==> src/rtl/regfile_sb.sv <==
`default_nettype none
// ============================================================================
// Module   : regfile_sb
// Purpose  : Parametrised register file with two combinational read ports,
//            one synchronous write port, optional write-to-read bypass,
//            optional hardwired-zero register 0, a per-register pending
//            scoreboard and a sequenced multi-cycle clear sweep.
// Revision : 1.0 - initial release
// ----------------------------------------------------------------------------
// Ports
//   clk          in   1          rising-edge clock
//   reset_n      in   1          asynchronous active-low reset
//   addr1/addr2  in   ADDR_BITS  read port addresses
//   data1/data2  out  WORD_SIZE  read port data (combinational)
//   write        in   1          write enable
//   addr3        in   ADDR_BITS  write address
//   data3        in   WORD_SIZE  write data
//   reserve      in   1          mark reserve_addr pending
//   reserve_addr in   ADDR_BITS  register to reserve
//   pend1/pend2  out  1          pending status of addr1/addr2
//   clear_req    in   1          start clear sweep of all registers
//   clear_busy   out  1          high while the clear sweep runs
// ============================================================================
module regfile_sb #(
  parameter int WORD_SIZE = 16,
  parameter int ADDR_BITS = 2,
  parameter int BYPASS    = 1,
  parameter int ZERO_REG  = 0
) (
  input  logic                 clk,
  input  logic                 reset_n,
  input  logic [ADDR_BITS-1:0] addr1,
  input  logic [ADDR_BITS-1:0] addr2,
  output logic [WORD_SIZE-1:0] data1,
  output logic [WORD_SIZE-1:0] data2,
  input  logic                 write,
  input  logic [ADDR_BITS-1:0] addr3,
  input  logic [WORD_SIZE-1:0] data3,
  input  logic                 reserve,
  input  logic [ADDR_BITS-1:0] reserve_addr,
  output logic                 pend1,
  output logic                 pend2,
  input  logic                 clear_req,
  output logic                 clear_busy
);

  localparam int NREG = 2**ADDR_BITS;
  localparam logic [ADDR_BITS-1:0] LAST_REG = ADDR_BITS'(NREG - 1);

  typedef enum logic [0:0] {
    S_IDLE  = 1'b0,
    S_CLEAR = 1'b1
  } state_t;

  state_t               state_q, state_d;
  logic [ADDR_BITS-1:0] cnt_q, cnt_d;
  logic [NREG-1:0]      pend_q, pend_d;
  logic [WORD_SIZE-1:0] mem_q [NREG];

  logic                 wr_en;

  // Writes to register 0 are dropped when it is hardwired to zero.
  assign wr_en = (state_q == S_IDLE) && write &&
                 !((ZERO_REG != 0) && (addr3 == '0));

  // Control FSM and sweep counter.
  always_comb begin
    state_d = state_q;
    cnt_d   = cnt_q;
    case (state_q)
      S_IDLE: begin
        if (clear_req) begin
          state_d = S_CLEAR;
          cnt_d   = '0;
        end
      end
      S_CLEAR: begin
        cnt_d = cnt_q + 1'b1;
        if (cnt_q == LAST_REG) begin
          state_d = S_IDLE;
        end
      end
      default: state_d = S_IDLE;
    endcase
  end

  // Scoreboard update; reserve is applied after write so it wins on a tie.
  always_comb begin
    pend_d = pend_q;
    if (state_q == S_IDLE) begin
      if (write)   pend_d[addr3]        = 1'b0;
      if (reserve) pend_d[reserve_addr] = 1'b1;
    end else begin
      pend_d[cnt_q] = 1'b0;
    end
    if (ZERO_REG != 0) pend_d[0] = 1'b0;
  end

  always_ff @(posedge clk or negedge reset_n) begin
    if (!reset_n) begin
      state_q <= S_IDLE;
      cnt_q   <= '0;
      pend_q  <= '0;
      for (int i = 0; i < NREG; i++) begin
        mem_q[i] <= '0;
      end
    end else begin
      state_q <= state_d;
      cnt_q   <= cnt_d;
      pend_q  <= pend_d;
      if (state_q == S_CLEAR) begin
        mem_q[cnt_q] <= '0;
      end else if (wr_en) begin
        mem_q[addr3] <= data3;
      end
    end
  end

  assign clear_busy = (state_q == S_CLEAR);

  // Read ports: zero register overrides bypass, bypass overrides storage.
  for (genvar p = 0; p < 2; p++) begin : g_rd
    logic [ADDR_BITS-1:0] raddr;
    logic                 fwd;
    logic                 zero;
    logic [WORD_SIZE-1:0] rdata;
    logic                 rpend;

    assign raddr = (p == 0) ? addr1 : addr2;
    assign fwd   = (BYPASS != 0) && (state_q == S_IDLE) && write && (addr3 == raddr);
    assign zero  = (ZERO_REG != 0) && (raddr == '0);
    assign rdata = zero ? '0   : (fwd ? data3 : mem_q[raddr]);
    assign rpend = zero ? 1'b0 : (fwd ? 1'b0  : pend_q[raddr]);
  end

  assign data1 = g_rd[0].rdata;
  assign data2 = g_rd[1].rdata;
  assign pend1 = g_rd[0].rpend;
  assign pend2 = g_rd[1].rpend;

endmodule
`default_nettype wire
==> config.mk <==
export PLATFORM = sky130hd
export DESIGN_NAME = regfile_sb
export DESIGN_NICKNAME = d
export VERILOG_FILES = /design/src/rtl/regfile_sb.sv
export SDC_FILE = /design/constraint.sdc
export NUM_CORES = 1
export LEC_CHECK = 0
export CORE_MARGIN = 2
export CORE_UTILIZATION = 58
export CTS_CLUSTER_DIAMETER = 100
export DETAILED_ROUTE_END_ITERATION = 6
export GPL_TIMING_DRIVEN = 0
export PLACE_DENSITY = 0.85
export SLEW_MARGIN = 20
export SYNTH_ARGS = -nofsm -noshare
export SYNTH_HDL_FRONTEND = slang
export SYNTH_SLANG_ARGS = --single-unit
==> constraint.sdc <==
create_clock -name clk -period 4.4 [get_ports clk]
set_input_delay 1.1 -clock clk [delete_from_list [all_inputs] [get_ports clk]]
set_output_delay 1.1 -clock clk [all_outputs]
set_load 0.03 [all_outputs]
==> flow_metrics.env <==
export IMPL_antennaDiodeCount=0
export IMPL_overflow=0
export IMPL_coreArea_um2=6720
export IMPL_seq_power_share_pct=34.7
export IMPL_grt_usage_pct=28.6
export IMPL_antenna_found_initial=0
export IMPL_dpl_hpwl_mm=6.51
export IMPL_net_switching_power_uw=1070
export IMPL_path_max_fanout=10
export IMPL_fin_util_pct=74.4
export IMPL_cts_max_level=3
export IMPL_r2r_slack_ps=2590
export IMPL_rr_endpoint="mem_q[55]"
export IMPL_dr_pass1_iters=6
export IMPL_slew_viol_final=0
export IMPL_slew_headroom_pct=62.1
export IMPL_async_flop_share_pct=100
export IMPL_yosysWarningCount=0
export IMPL_power_density_nw_per_um2=591
export IMPL_start_kind="primary input"
export IMPL_cts_inserted_buffers=9
export IMPL_syn_nets=295
export IMPL_viasPerCell=6.88
export IMPL_setup_violations=0
export IMPL_ioPinCount=64
export IMPL_cap_violations=0
export IMPL_gp_congestion=0.797
export IMPL_cts_max_path_buffers=2
export IMPL_die_area_um2=7570
export IMPL_syn_area_per_cell_um2=15.3
export IMPL_share_comb_of_total_power_pct=44.2
export IMPL_p_leak_uw=0.00251
export IMPL_sw_frac_of_total_pct=36.4
export IMPL_clock_sinks=71
export IMPL_synth_area_um2=4000
export IMPL_yosys_area_top_type_share_pct=44.5
export IMPL_crit_path_end_kind="primary output"
export IMPL_worstHoldEndpoint="mem_q[1]"
export IMPL_layout_common_cells="dfrtp_1, a22o_1, clkdlybuf4s50_1"
export IMPL_fin_nets=364
export IMPL_min_period_ps=4210
export IMPL_grt_pass1_vias=2985
export IMPL_tightest_slew_ps=566
export IMPL_hold_violations=0
export IMPL_synth_main_ff_cell="dfrtp_1"
export IMPL_antenna_left=0
export IMPL_min_path_cells=1
export IMPL_drive_gt1_share_pct=35.1
export IMPL_synth_seq_area_share_pct=44.5
export IMPL_final_common_cell="dfrtp_1"
export IMPL_synth_cells=262
export IMPL_worstReg2RegStart="clear_busy"
export IMPL_synthTopCellsByArea="dfrtp_1, mux4_2, a22o_1"
export IMPL_yosys_area_top_type="dfrtp_1"
export IMPL_hold_start="mem_q[1]"
export IMPL_status="finished, final reports clean"
export IMPL_hold_buffers=0
export IMPL_vdd_drop_max_mv=0.324
export IMPL_synth_ff_latch_count=71
export IMPL_die_y_um=87.0
export IMPL_synth_edf_count=0
export IMPL_dieWidth_um=87.0
export IMPL_cts_tree="yes"
export IMPL_critPathArrivalTime_ps=3110
export IMPL_clk_pin_slew_ps=80
export IMPL_tns_ps=0
export IMPL_vias=2862
export IMPL_fill_cells=421
export IMPL_clkPwrFrac_pct=21.1
export IMPL_intPower_uw=1880
export IMPL_initial_core_util_pct=59.5
export IMPL_grt_max_degree=55
export IMPL_routed_wl_mm=10.1
export IMPL_rows=30
export IMPL_drc=0
export IMPL_post_drt_wl_per_cell_um=24.4
export IMPL_clockRootBuffer="clkbuf_8"
export IMPL_crit_type="in -> out"
export IMPL_clock_latency_ps=360
export IMPL_fin_skew_ps=8.96
export IMPL_hp_class="reg -> reg"
export IMPL_rsz0062_at_grt="false"
export IMPL_port_buffers=57
export IMPL_synth_distinct_cells=28
export IMPL_period_share_pct=95.7
export IMPL_rr_worst_depth=5
export IMPL_cp_data_required_time_ps=3300
export IMPL_syn2layout_area_growth_pct=25.0
export IMPL_fmax_ghz=0.237
export IMPL_grt_pass1_wl_mm=15.8
export IMPL_drtIter0Drc=205
-- sequential cells by signal, summed over array words and instances (netlist names) --
| signal | flops |
|---|---|
| clear_busy | 1 |
| cnt_q | 2 |
| mem_q | 64 |
| pend_q | 4 |
-- stage by stage --
step | instance area, µm² | power [µW] | std cells | hold WS (ps) | setup WS, ps
floorplan | 4000 | 1880 | 262 | 467 | 1040
global placement | 4670 | 2280 | 399 | 488 | -156
detailed placement | 4690 | 2330 | 400 | 500 | -89.5
CTS | 4950 | 2960 | 416 | 523 | 2.05
global route | 5000 | 3070 | 416 | 538 | 76.5
finish | 5000 | 2950 | 416 | 524 | 189
-- logic make-up (layout without fill, tap and decap cells) --
| kind of cell | Yosys count | in the layout | share of synthesized area (%) |
|---|---|---|---|
| AO/OA/AOI/OAI | 74 | 74 | 16.8 |
| XOR/XNOR | 4 | 4 | 0.877 |
| multiplexers | 67 | 67 | 28.4 |
| flip-flops | 71 | 71 | 44.5 |
| buffers and inverters | 29 | 103 | 5.20 |
| adder cells (fa/ha/maj) | 4 | 4 | 1.25 |
| AND/OR/NAND/NOR | 13 | 13 | 3.04 |
-- worst max path at each step --
| stage | to | depth (start not counted) | start | slack (ps) |
|---|---|---|---|---|
| after floorplan | data2[0] | 4 | addr2[0] | 1040 |
| after global placement | mem_q[1] | 1 | reset_n | -160 |
| after detailed placement | data1[6] | 6 | write | -90 |
| after CTS | data1[11] | 6 | write | 2 |
| after global routing | pend1 | 6 | write | 80 |
| final | pend1 | 6 | write | 190 |
-- critical path: stages --
cell and delay [ps]:
clkdlybuf4s50_1 530, nor2b_2 280, nand3_4 200, buf_4 260, and2_1 150, clkdlybuf4s50_1 580
-- cells in the mapped netlist, types with 2 or more instances --
cell type / instances
and2_1: 2
inv_1: 4
mux2_2: 32
ha_1: 4
buf_2: 10
buf_6: 9
dfrtp_1: 71
xnor2_1: 4
and4bb_2: 2
buf_4: 5
nand3_2: 2
a22o_1: 66
mux4_2: 34
a21oi_4: 3
-- power by group through the flow --
stage | Clock [µW] | Combinational (µW) | Sequential, µW
2_1_floorplan | 0 | 904 | 976
3_3_place_gp | 0 | 1280 | 1000
3_5_place_dp | 0 | 1310 | 1020
4_1_cts | 624 | 1320 | 1010
5_1_grt | 658 | 1370 | 1040
6_report | 624 | 1300 | 1020
-- final cells by class --
type,instances,area [µm²],share of cell area [%]
inverter,4,15.0,0.301
tap,80,100,2.00
sequential,71,1780,35.6
multi-input combinational,162,2030,40.6
buffer,25,193,3.86
clock buffer,12,165,3.31
clock inverter,4,76.3,1.53
timing repair buffer,58,641,12.8
-- routing by layer --
layer | routed length [µm] | vias to the layer above | global-route usage [%]
li1 | - | 1201 | -
met1 | 3980 | 1496 | 39.2
met2 | 5190 | 143 | 46.0
met3 | 742 | 22 | 4.74
met4 | 215 | 0 | 11.8
met5 | 0 | - | 0
-- repair_timing --
item / CTS / global route
resized for setup: 3 / 18
endpoints found under the setup margin: 18 / 18
cloned: 0 / 0
buffers inserted: 0 / 0
No activity file was read; power rests on OpenSTA's default activity.
==> patch 1, RTL diff (config.mk and constraints unchanged) <==
Add an input register stage for `data3`, with the module's reset; this delays it by one clock. The other inputs are not delayed to match.
--- a/src/rtl/regfile_sb.sv
+++ b/src/rtl/regfile_sb.sv
@@ -53,2 +53,12 @@
   } state_t;
+
+  logic [WORD_SIZE-1:0] data3_q;
+
+  always_ff @(posedge clk or negedge reset_n) begin
+    if (!reset_n) begin
+      data3_q <= '0;
+    end else begin
+      data3_q <= data3;
+    end
+  end
 
@@ -113,3 +123,3 @@
       end else if (wr_en) begin
-        mem_q[addr3] <= data3;
+        mem_q[addr3] <= data3_q;
       end
@@ -131,3 +141,3 @@
     assign zero  = (ZERO_REG != 0) && (raddr == '0);
-    assign rdata = zero ? '0   : (fwd ? data3 : mem_q[raddr]);
+    assign rdata = zero ? '0   : (fwd ? data3_q : mem_q[raddr]);
     assign rpend = zero ? 1'b0 : (fwd ? 1'b0  : pend_q[raddr]);
Formal check against the unedited RTL: not equivalent (Yosys sat finds a counterexample within 4 cycles, from zero or initial values and one cycle with reset_n low).
==> patch 1 against the unedited design <==
First-iteration DRC count down 6.3%; synthesized cell count up 6.1%; non-clock buffer count down 1; setup slack worse by 76 ps; sequential cell count up 16; cell area up 7.2%; die area up 11%; power up 0.63%; routed wire length up 0.97%; final cell count up 7.9%; area after synthesis up 11%; critical path depth unchanged; highest routed layer unchanged.
==> patch 1: results (changes against the unedited design) <==
initial DRC count=192 (-6.3%); clock-pin slew on the worst setup and hold paths=80 ps (about the same); final net count=380 (+4.4%); crit path DAT=3190 ps (+80 ps); biggest regs=mem_q (64), data3_q (16), pend_q (4); ranking of synthesized cells by area=dfrtp_1, mux4_2, a22o_1; Placement Setup Slack=-82.5 ps (+7.08 ps); hold_sp=pend_q[0]; Cells after DPL=435 (+8.8%); final period utilization=97.4% (+1.7 points); layout cells sized above 1=31.4% (-3.7 points); Hold WC Path Type=flop to flop; Max H-tree Level=3 (unchanged); hold_ws=501 ps (-22.8 ps); clk_lat worst skew=350 ps; worst r2r path cells=4 (-1); leakage=2.52 nW (+0.37%); Post-synth top flop=dfrtp_1; NetSw=1.08 mW (+0.97%); antenna violations before repair=0 (unchanged); Slowest-stage cell, CP=clkdlybuf4s50_1; first-pass GRT wire length=16,600 microns (+5.0%); Synthesis Warnings=0 (unchanged); Clock Skew=11.0 ps (+2.00 ps); fillers=443 (+5.2%); Commonest cells post-synth=dfrtp_1, a22o_1, mux4_2, mux2_4, mux2_2; max_slew headroom=60.6% (-1.5 points); VDD IR-drop max=0.000299 V (-7.8%); worst hold stages=1 (unchanged); DR WL/cell=22.8 microns (-6.5%); R2R Setup Slk=2550 ps (-40 ps); clock root buffer=clkbuf_8; GPL Wtd Cong=0.778 (-2.4%); critical path class=primary input to primary output; router iterations before antenna repair=4 (-2); Net Count, Synth=311 (+5.4%); syn avg cell area=16.0 sq um (+5.0%); slowest cell delay on critical path=590 ps; Placed Area=0.00517 sq mm (+10%); TritonCTS Buffers=9 (unchanged); r2r endpoint=mem_q[62]; register area share after synthesis=48.9% (+4.4 points); Hold Path End=pend_q[0]; via count=2,936 (+2.6%); worst setup path endpoint=data1[5]; Total GRT Usage=26.1% (-2.5 points); cell family with most CP delay=buffers and inverters; Port Buffer Count=57 (unchanged); run status=complete, no violations; via/cell ratio=6.54 (-5.0%); vias in the first global route=3,039 (+1.8%); DPL Wire Length=6700 microns (+2.8%)
==> patch 1: power by group through the flow <==
stage | combinational, mW | clock [mW] | sequential [mW]
after detailed placement | 1.31 | 0 | 1.19
after floorplan | 0.921 | 0 | 1.14
after global routing | 1.38 | 0.509 | 1.21
final | 1.31 | 0.470 | 1.19
after global placement | 1.29 | 0 | 1.18
after CTS | 1.33 | 0.476 | 1.18
==> patch 1: cell families (layout without fill, tap and decap cells) <==
| group | Yosys count | in the layout | share of synthesized area, % |
|---|---|---|---|
| DFF | 87 | 87 | 48.9 |
| AOI/OAI and AO/OA | 74 | 74 | 15.0 |
| muxes | 67 | 67 | 27.0 |
| buffers and inverters | 27 | 99 | 4.33 |
| and+or+nand+nor | 15 | 15 | 2.86 |
| adders and majority gates | 4 | 4 | 1.12 |
| xor gates and xnor gates | 4 | 4 | 0.786 |
==> patch 1: timing repair <==
| action | CTS | global route |
|---|---|---|
| setup endpoints to repair | 18 | 18 |
| pin swaps | 0 | 0 |
| buffers inserted | 0 | 0 |
| gates resized for setup | 3 | 7 |
==> patch 1: cell type report <==
| cell class | instances | area, sq um | area share, % |
|---|---|---|---|
| multi-input combinational | 164 | 2110 | 39.3 |
| buffer | 24 | 181 | 3.39 |
| tap | 99 | 124 | 2.31 |
| inverter | 3 | 11.3 | 0.210 |
| timing repair buffer | 58 | 611 | 11.4 |
| clock buffer | 12 | 135 | 2.52 |
| clock inverter | 2 | 10.0 | 0.187 |
| sequential | 87 | 2180 | 40.6 |
==> patch 1: layer usage <==
metal,global-route usage [%],vias to the layer above,part of all wire [%]
li1,-,1243,-
met1,37.4,1532,41
met2,40.3,150,49
met3,6.82,11,8.5
met4,7.20,0,1.3
met5,0,-,0
==> patch 2, RTL diff (same flow settings) <==
Made on the original files. The parameter `ADDR_BITS` goes from 2 to 4.
--- a/src/rtl/regfile_sb.sv
+++ b/src/rtl/regfile_sb.sv
@@ -25,3 +25,3 @@
   parameter int WORD_SIZE = 16,
-  parameter int ADDR_BITS = 2,
+  parameter int ADDR_BITS = 4,
   parameter int BYPASS    = 1,
Interface: changed (resized addr1, addr2, addr3 and reserve_addr); port bits go from 64 to 72. No check against the original RTL was run, so the function may have changed too.
==> patch 2 against the unedited design <==
Area after synthesis rose to 3.7 times the old value; critical path depth up 2; routed wire length rose to 4.7 times the old value; hold slack worse by 57 ps; power rose to 2.8 times the old value; sequential cell count up 206; utilization down 6.3 points; cell area rose to 3.4 times the old value; synthesized cell count rose to 3.9 times the old value; non-clock buffer count up 102; count of clock-buffer cells in the layout up 29; setup slack worse by 170 ps.
==> patch 2: results (changes against the unedited design) <==
met2 wire len=21,700 microns (+320%); R2R Setup Slk=1660 ps (-930 ps); Pwr Density=484 mW/mm^2 (-18%); XOR/XNOR Fraction of Synth Area=0.585% (-0.29 points); M1 wire length=17,400 microns (+340%); met3 wire length=5630 microns (+660%); area occupied by multi-input gates=0.00755 sq mm (+270%); ranking of synthesized cells by area=dfrtp_1, mux4_2, a22o_1; fillers=1,714 (+310%); Seq pwr share=40.8% (+6.1 points); biggest regs=mem_q (256), pend_q (16), cnt_q (4); run status=complete, no violations; vias in the first global route=11,700 (+290%); Worst setup startpoint=addr1[3]; slowest cell delay on critical path=370 ps (-210 ps); Synth Instances=1,029 (+290%); met1 Use GR=48.4% (+9.2 points); Port Buffer Count=47 (-18%); Net Count, Synth=1,070 (+260%); r2r endpoint=mem_q[12]; initial DRC count=1,497 (+630%); mux contribution to synthesized area=29.6% (+1.1 points); Inverters=2 (-2); Slowest-stage cell, CP=dlygate4sd2_1; GPL Wtd Cong=0.968 (+21%); Hold WC Path Type=primary input to asynchronous set/reset pin; Cells after DPL=1,409 (+250%); number of non-clock buffers in the layout=185 (+120%); Clock Skew=8.26 ps (-0.700 ps); largest net degree at the start of global routing=102 (+85%); GR Layer Usage met2=54.7% (+8.7 points); final net count=1,163 (+220%); worst-margin pin slew=1110 ps (+543 ps); Comb pwr share=27.2% (-17 points); via count=11,400 (+300%); #FFs+latches synth=277 (+290%); Max H-tree Level=1 (-2); DPL Wire Length=32,200 microns (+390%); buffer depth of the longest clock path=3 (+1); first-pass GRT wire length=72,100 microns (+360%); Reg area=0.00693 sq mm (+290%); number of library cell types mapped by synthesis=40 (+43%); final period utilization=99.6% (+3.9 points); clock root buffer=clkbuf_16; Placed Area=0.0159 sq mm (+240%); Total GRT Usage=36.4% (+7.8 points); via/cell ratio=7.72 (+12%); Commonest cells post-synth=dfrtp_1, a22o_1, mux4_2, mux2i_1, clkbuf_1
## patch 2: cell types whose count changed in the layout (fill, tap and decap cells not counted), moves of 15 or more
| cell | unedited run | this run |
|---|---|---|
| dlymetal6s2s_1 | 18 | 0 |
| dfrtp_1 | 71 | 277 |
| buf_4 | 6 | 36 |
| clkbuf_1 | 1 | 46 |
| clkbuf_16 | 0 | 29 |
| a22o_1 | 66 | 268 |
| dlygate4sd2_1 | 0 | 24 |
| buf_1 | 0 | 18 |
| clkdlybuf4s50_1 | 38 | 12 |
| mux2i_1 | 1 | 85 |
| clkbuf_2 | 0 | 15 |
| mux4_2 | 34 | 136 |
## patch 2: worst min-delay path by stage
stage	startpoint	endpoint	slack (ps)	cells past startpoint
after floorplan	pend_q[3]	pend_q[3]	480	1
after global placement	pend_q[3]	pend_q[3]	490	1
after detailed placement	pend_q[11]	pend_q[11]	500	1
after CTS	reset_n	mem_q[247]	490	1
after global routing	reset_n	mem_q[232]	510	1
final	reset_n	mem_q[247]	470	1
